===== config.mk =====
export PLATFORM = sky130hd
export DESIGN_NAME = wasm_lsu
export DESIGN_NICKNAME = d
export VERILOG_FILES = /design/src/rtl/wasm_pkg.sv /design/src/rtl/wasm_lsu_perf.sv /design/src/rtl/wasm_lsu.sv
export SDC_FILE = /design/constraint.sdc
export NUM_CORES = 1
export LEC_CHECK = 0
export ABC_AREA = 1
export BUFFER_PORTS_ARGS = -buffer_cell sky130_fd_sc_hd__buf_4
export CAP_MARGIN = 20
export CORE_AREA = 2 2 158 160
export DETAILED_ROUTE_END_ITERATION = 12
export DIE_AREA = 0 0 160 162
export PLACE_DENSITY_LB_ADDON = 0.15
export SKIP_LAST_GASP = 1
export SYNTH_ARGS = -nofsm -noshare
export SYNTH_HDL_FRONTEND = slang
export SYNTH_SLANG_ARGS = --single-unit

===== constraint.sdc =====
create_clock -name clk -period 6.1 [get_ports clk]
set_input_delay 0.305 -clock clk [delete_from_list [all_inputs] [get_ports clk]]
set_output_delay 0.305 -clock clk [all_outputs]
set_load 0.03 [all_outputs]

===== src/rtl/wasm_pkg.sv =====
// Shared types for the WebAssembly load/store path: memory op kinds, trap codes
// and the LSU state encoding.
package wasm_pkg;

  typedef enum logic [3:0] {
    MEM_NOP        = 4'd0,
    MEM_LOAD_I32   = 4'd1,
    MEM_LOAD_I64   = 4'd2,
    MEM_LOAD_I8_S  = 4'd3,
    MEM_LOAD_I8_U  = 4'd4,
    MEM_LOAD_I16_S = 4'd5,
    MEM_LOAD_I16_U = 4'd6,
    MEM_LOAD_I32_S = 4'd7,
    MEM_LOAD_I32_U = 4'd8,
    MEM_STORE_I8   = 4'd9,
    MEM_STORE_I16  = 4'd10,
    MEM_STORE_I32  = 4'd11,
    MEM_STORE_I64  = 4'd12
  } mem_op_t;

  typedef enum logic [1:0] {
    TRAP_NONE          = 2'd0,
    TRAP_OUT_OF_BOUNDS = 2'd1,
    TRAP_UNREACHABLE   = 2'd2
  } trap_t;

  typedef enum logic [1:0] {
    IDLE    = 2'd0,
    ISSUE   = 2'd1,
    WAIT_WR = 2'd2,
    RESP    = 2'd3
  } lsu_state_t;

  function automatic logic is_load(input mem_op_t op);
    return (op >= MEM_LOAD_I32) && (op <= MEM_LOAD_I32_U);
  endfunction

  function automatic logic is_store(input mem_op_t op);
    return (op >= MEM_STORE_I8) && (op <= MEM_STORE_I64);
  endfunction

endpackage


===== src/rtl/wasm_lsu_perf.sv =====
// Saturating access counters for the LSU; only instantiated when
// WASM_LSU_PERF_EN is defined.
module wasm_lsu_perf (
  input  logic        clk,
  input  logic        rst,
  input  logic        inc_load,
  input  logic        inc_store,
  input  logic        inc_trap,
  output logic [31:0] perf_loads,
  output logic [31:0] perf_stores,
  output logic [31:0] perf_traps
);

  function automatic logic [31:0] sat_inc(input logic [31:0] v, input logic en);
    return (en && (v != 32'hFFFF_FFFF)) ? v + 32'd1 : v;
  endfunction

  always_ff @(posedge clk) begin
    if (rst) begin
      perf_loads  <= '0;
      perf_stores <= '0;
      perf_traps  <= '0;
    end else begin
      perf_loads  <= sat_inc(perf_loads, inc_load);
      perf_stores <= sat_inc(perf_stores, inc_store);
      perf_traps  <= sat_inc(perf_traps, inc_trap);
    end
  end

endmodule


===== src/rtl/wasm_lsu.sv =====
// Load/store unit between the execute stage and linear memory: EA add, bounds
// overflow trap, one-shot memory issue and store-commit timeout.
// Optional perf counters are enabled with the WASM_LSU_PERF_EN macro.
module wasm_lsu
  import wasm_pkg::*;
#(
  parameter int WR_TIMEOUT = 4
) (
  input  logic        clk,
  input  logic        rst,
  input  logic        req_valid,
  output logic        req_ready,
  input  mem_op_t     req_op,
  input  logic [31:0] req_base,
  input  logic [31:0] req_offset,
  input  logic [63:0] req_wdata,
  output logic        resp_valid,
  input  logic        resp_ready,
  output logic [63:0] resp_data,
  output trap_t       resp_trap,
  output logic        mem_rd_en,
  output logic [31:0] mem_rd_addr,
  output mem_op_t     mem_rd_op,
  input  logic [63:0] mem_rd_data,
  input  logic        mem_rd_valid,
  output logic        mem_wr_en,
  output logic [31:0] mem_wr_addr,
  output mem_op_t     mem_wr_op,
  output logic [63:0] mem_wr_data,
  input  logic        mem_wr_valid,
  input  trap_t       mem_trap
`ifdef WASM_LSU_PERF_EN
  ,
  output logic [31:0] perf_loads,
  output logic [31:0] perf_stores,
  output logic [31:0] perf_traps
`endif
);

  localparam int CNT_W = (WR_TIMEOUT < 2) ? 1 : $clog2(WR_TIMEOUT);
  localparam logic [CNT_W-1:0] CNT_LAST = CNT_W'(WR_TIMEOUT - 1);

  lsu_state_t       state_q, state_d;
  logic [CNT_W-1:0] cnt_q, cnt_d;
  logic [63:0]      resp_data_q, resp_data_d;
  trap_t            resp_trap_q, resp_trap_d;

  mem_op_t          op_p1;
  logic [31:0]      ea_p1;
  logic [63:0]      wdata_p1;

  // Carry out of bit 31 means the address wrapped past 4 GiB.
  logic [32:0]      ea_sum;
  assign ea_sum = {1'b0, req_base} + {1'b0, req_offset};

  always_comb begin
    state_d     = state_q;
    cnt_d       = cnt_q;
    resp_data_d = resp_data_q;
    resp_trap_d = resp_trap_q;
    req_ready   = 1'b0;
    resp_valid  = 1'b0;
    mem_rd_en   = 1'b0;
    mem_rd_addr = '0;
    mem_rd_op   = MEM_NOP;
    mem_wr_en   = 1'b0;
    mem_wr_addr = '0;
    mem_wr_op   = MEM_NOP;
    mem_wr_data = '0;

    case (state_q)
      IDLE: begin
        req_ready = 1'b1;
        if (req_valid) begin
          if (ea_sum[32]) begin
            state_d     = RESP;
            resp_data_d = '0;
            resp_trap_d = TRAP_OUT_OF_BOUNDS;
          end else if (is_load(req_op) || is_store(req_op)) begin
            state_d = ISSUE;
          end else begin
            state_d     = RESP;
            resp_data_d = '0;
            resp_trap_d = TRAP_NONE;
          end
        end
      end

      ISSUE: begin
        cnt_d = '0;
        if (is_load(op_p1)) begin
          mem_rd_en   = 1'b1;
          mem_rd_addr = ea_p1;
          mem_rd_op   = op_p1;
          state_d     = RESP;
          if (mem_rd_valid) begin
            resp_data_d = mem_rd_data;
            resp_trap_d = TRAP_NONE;
          end else begin
            resp_data_d = '0;
            resp_trap_d = mem_trap;
          end
        end else if (is_store(op_p1)) begin
          mem_wr_en   = 1'b1;
          mem_wr_addr = ea_p1;
          mem_wr_op   = op_p1;
          mem_wr_data = wdata_p1;
          resp_data_d = '0;
          if (mem_trap != TRAP_NONE) begin
            state_d     = RESP;
            resp_trap_d = mem_trap;
          end else begin
            state_d = WAIT_WR;
          end
        end else begin
          state_d     = RESP;
          resp_data_d = '0;
          resp_trap_d = TRAP_NONE;
        end
      end

      WAIT_WR: begin
        if (mem_wr_valid) begin
          state_d     = RESP;
          resp_trap_d = TRAP_NONE;
        end else if (cnt_q == CNT_LAST) begin
          state_d     = RESP;
          resp_trap_d = TRAP_OUT_OF_BOUNDS;
        end else begin
          cnt_d = cnt_q + CNT_W'(1);
        end
      end

      RESP: begin
        resp_valid = 1'b1;
        if (resp_ready) state_d = IDLE;
      end

      default: state_d = IDLE;
    endcase
  end

  always_ff @(posedge clk) begin
    if (rst) begin
      state_q     <= IDLE;
      cnt_q       <= '0;
      resp_data_q <= '0;
      resp_trap_q <= TRAP_NONE;
    end else begin
      state_q     <= state_d;
      cnt_q       <= cnt_d;
      resp_data_q <= resp_data_d;
      resp_trap_q <= resp_trap_d;
    end
  end

  // Request capture: operands are only meaningful once state leaves IDLE.
  always_ff @(posedge clk) begin
    if (req_valid && req_ready) begin
      op_p1    <= req_op;
      ea_p1    <= ea_sum[31:0];
      wdata_p1 <= req_wdata;
    end
  end

  assign resp_data = resp_data_q;
  assign resp_trap = resp_trap_q;

`ifdef WASM_LSU_PERF_EN
  logic resp_entry, inc_load, inc_store, inc_trap;

  always_comb begin
    resp_entry = (state_q != RESP) && (state_d == RESP);
    inc_trap   = resp_entry && (resp_trap_d != TRAP_NONE);
    inc_load   = resp_entry && !inc_trap && (state_q == ISSUE) && is_load(op_p1);
    inc_store  = resp_entry && !inc_trap && (state_q == WAIT_WR);
  end

  wasm_lsu_perf u_perf (
    .clk         (clk),
    .rst         (rst),
    .inc_load    (inc_load),
    .inc_store   (inc_store),
    .inc_trap    (inc_trap),
    .perf_loads  (perf_loads),
    .perf_stores (perf_stores),
    .perf_traps  (perf_traps)
  );
`endif

endmodule


# After elaboration in Yosys (flattened, before gate mapping)
# Index checks and enable logic that the tools add are counted.
# classes
n_eq_ne,11
n_reduce_logical,15
mux,49
n_addsub,2
order_cmp,8
# op_table
op,count
$mux 64,8
$mux 32,5
$pmux 64 s2,1
$mux 2,19
$add 32x32->33,1
$mux 4,5
$le 4x4->1 const B,4
$reduce_and 3->1,3
$ge 4x1->1 const B,2
$ge 4x4->1 const B,2
$mux 1,8
$ne 2x2->1 const B,4
$pmux 2 s4,1
$eq 2x2->1 const B,3
$ne 3x3->1 const B,2
$pmux 2 s3,1
$reduce_bool 2->1,3
$logic_and 1x1->1,5
$reduce_and 5->1,1
$ne 4x4->1 const B,1
$pmux 2 s2,1
$reduce_bool 3->1,1
$add 2x1->2 const B,1
$eq 2x1->1 const B,1
other kinds (2),2
# totals
word_cells,92
output_inout_bits,206
input_bits,204
regBits,170

# Longest topological paths before layout
# depth
word_depth,7
depth_mapped,15

# Least setup slack after synthesis
# OpenSTA, ideal clock, no wires.
# synth_timing
kind,register to register
startpoint,reg state_q[1]
endpoint,"reg ea_p1[0], enable pin"
path_slack_ns,2.782
n_path_buf,0
setup_time_ns,0.453
required_ns,5.647
period_less_slack_ns,3.318
stages_incl_launch_ff,5
arrival_time_ns,2.864
path_cell_list,dfxtp_1 inv_1 ha_1 nand2_1 inv_1
# synth_between
elab_chain_len,3
# synth_lines
element,line_no,rtl
start: declaration,wasm_lsu.sv:43,"lsu_state_t state_q, state_d;"
start signal: assignment,wasm_lsu.sv:150,state_q <= state_d;
$logic_not 2->1,wasm_lsu.sv:71,case (state_q)
$mux 1,wasm_lsu.sv:71,
named net req_ready,wasm_lsu.sv:12,"output logic req_ready,"
$logic_and 1x1->1,wasm_lsu.sv:159,if (req_valid && req_ready) begin
end signal: assignment,wasm_lsu.sv:161,ea_p1 <= ea_sum[31:0];
end: declaration,wasm_lsu.sv:49,logic [31:0] ea_p1;
# The timed path passes the listed nets, and every way through them passes these cells.
# A chain may end at the register's enable or synchronous reset.

# Worst setup path after layout
# layout_timing
startpoint,reg state_q[1]
endpoint,out mem_rd_op[0]
# layout_between
elab_chain_len,2
# layout_lines
element,line_no,rtl
$eq 2x1->1,wasm_lsu.sv:71,
$mux 4,wasm_lsu.sv:71,
end: declaration,wasm_lsu.sv:23,"output mem_op_t mem_rd_op,"
# Every way passes these cells.

==> qor.yml <==
worstPathRequired_ns: 5.79
slew_headroom_pct: 41.3
cts_root_buf: "clkbuf_16"
path_class: "reg -> out"
grt-ovfl-total: 0
skew_ns: 0.0176
finalMaxSlewViolations: 0
arrival_ns: 3.06
post_cts_resized: 0
synth_edf_count: 100
hold_buffers: 0
worst_pin_slew_ns: 0.880
crit_chain: "inv_1 -> ha_1 -> inv_1 -> nor2_4 -> buf_4 -> inv_2 -> nor2_1 -> buf_4"
p_total_mw: 5.31
io_buffer_count: 409
final_nets: 1859
ff_latch_area_um2: 4400
async_reset_ff_share_pct: 0
hold_start: "req_wdata[48]"
utilization_pct: 55.7
drive_gt1_share_pct: 29.5
multi_input_area_um2: 4160
drtAntennaViolNets: 0
die_area_um2: 25900
ys_warn_count: 0
netlist_area_um2: 9500
finalHoldViolations: 0
seq_area_frac_synth_pct: 46.4
grtUsageTotal_pct: 22.5
gp_congestion: 0.910
ios: 410
clkSlewWorstSetupHoldPaths_ns: 0.08
worstSetupStartpoint: "state_q[1]"
htreeDepth: 4
cts_buffers: 17
status: "completed"
cts_setup_buffers: 0
clk_path_buf_depth: 2
ys.flop_type: "edfxtp_1"
insertion_delay_ns: 0.43
cts_sinks: 170
finalCritPeriodShare_pct: 55.1
r2r_start: "state_q[0]"
finalSetupViolCount: 0
antenna_found_initial: 2
start_util_pct: 39.4
slowest_stage: "inv_2"
drcViolationCount: 0
setup_tns_ns: 0
critPathBufInv: 5
cap_violations: 0
critical-path-top-delay-family: "buffers and inverters"
end_kind: "primary output"
grt_max_degree: 114
rows: 57
vias: 9297
grt_pass1_vias: 8508
power_density_nw_per_um2: 396
cts_tree: "built"
rsz0062_at_grt: "false"
fmax_ghz: 0.297
viasPerCell: 4.75
yosys-top-cells-area: "edfxtp_1 32%, dfxtp_1 15%, nor2_1 11%"
peakVddDrop_v: 0.000227
synth_seq_cells: 170
wl_per_cell_um: 15.7
dieWidth_um: 160
synth_fp_nets: 1483
synth_cell_types: 36
yosysTopAreaCell: "edfxtp_1"
core_um2: 24100
rrSetupSlack_ns: 3.26
post-dp-hpwl_um: 23000
synth_cells: 1241
grt_pass1_wl_um: 45600
max_stage_delay_ns: 0.52
nFillCells: 2345
first_iter_violations: 692
drt-total-wl_um: 30700
synth_top_cell_area_share_pct: 31.6
fin_crit_ns: 3.36
start_kind: "flip-flop"
drt_first_pass_iters: 8
cp_max_fo: 58
hold_class: "in -> reg"
synthToLayoutAreaGrowth_pct: 41.2
p_leak_nw: 6.81
die_h_um: 162
post_synth.cell_area_avg_um2: 7.66
==> per-layer routing <==
layer / vias up / GRT usage [%] / wire length, um
met1: 4178 / 26.9 / 12500
met2: 341 / 39.5 / 15300
li1: 4728 / - / -
met4: 0 / 9.42 / 950
met3: 50 / 4.49 / 1910
met5: - / 0 / 0
==> flip-flops by register name (all words and copies together) (netlist names) <==
name and flops:
resp_data 64, cnt_q 2, op_p1 4, resp_trap 2
wdata_p1 64, ea_p1 32, state_q 2
==> cells in the final DEF (no fill, tap or decap), types with 21 or more instances in the layout <==
cell type  Yosys  final
nor2_1       266    265
buf_4          0    413
edfxtp_1     100    100
dfxtp_1       70     70
nand3_1      136    136
a21oi_1       74     74
inv_1        172    170
a21oi_2       21     21
ha_1          37     37
nand2_1      215    214
==> cell families after synthesis <==
| logic type | count (synthesis) | share of synthesized area, % |
|---|---|---|
| buf+inv | 234 | 10.1 |
| fa+ha+maj | 38 | 5.08 |
| xor+xnor | 20 | 1.84 |
| flops | 170 | 46.4 |
| compound gates | 143 | 9.13 |
| simple gates | 636 | 27.5 |
==> worst reg2reg max path, stage by stage, from the launching register on <==
cell and delay, ns:
dfxtp_1 0.35, inv_1 0.10, ha_1 0.31, inv_1 0.13, a211oi_1 0.60, nand3_4 0.24, buf_4 0.33, buf_16 0.27
nand2_4 0.25, nand2_1 0.08, nand2_1 0.06, nor2_1 0.04
==> worst paths after layout <==
kind	to	cells after the start
hold reg to reg	cnt_q[0]	1
hold / removal	wdata_p1[48]	1
setup / recovery	mem_rd_op[0]	8
setup reg to reg	resp_data[2]	11
==> stage by stage <==
| stage | setup slack [ns] | instance area, um2 | instances | hold WS [ns] |
|---|---|---|---|---|
| floorplan | 2.78 | 9500 | 1241 | 0.367 |
| finish | 2.74 | 13400 | 1956 | 0.0491 |
| detailed placement | 2.94 | 12800 | 1921 | 0.460 |
| CTS | 2.68 | 13400 | 1953 | 0.0267 |
| global placement | 2.98 | 12800 | 1920 | 0.453 |
| global route | 2.52 | 13400 | 1955 | 0.0257 |
==> synthesized netlist by cell type (8+ instances only) <==
master,number
a21o_1,10
a21oi_1,74
a21oi_2,21
buf_1,8
buf_2,16
clkbuf_1,30
dfxtp_1,70
edfxtp_1,100
ha_1,37
inv_1,172
nand2_1,215
nand3_1,136
nor2_1,266
o21ai_0,17
o21bai_1,11
xor2_1,15
==> power breakdown <==
| part | switching, mW | internal [mW] |
|---|---|---|
| Clock | 0.543 | 0.557 |
| Sequential | 0.137 | 1.58 |
| Combinational | 1.64 | 0.851 |
| Total | 2.32 | 2.99 |
==> cell type report <==
| type | instances | area share (%) |
|---|---|---|
| Clock inverter | 15 | 1.40 |
| Sequential cell | 170 | 32.8 |
| Timing Repair Buffer | 416 | 23.6 |
| Multi-Input combinational cell | 837 | 31.0 |
| Inverter | 175 | 4.91 |
| Tap cell | 324 | 3.02 |
| Clock buffer | 17 | 3.17 |
| Antenna cell | 2 | 0.0373 |
Note: power is estimated with default switching activity, not from simulation.
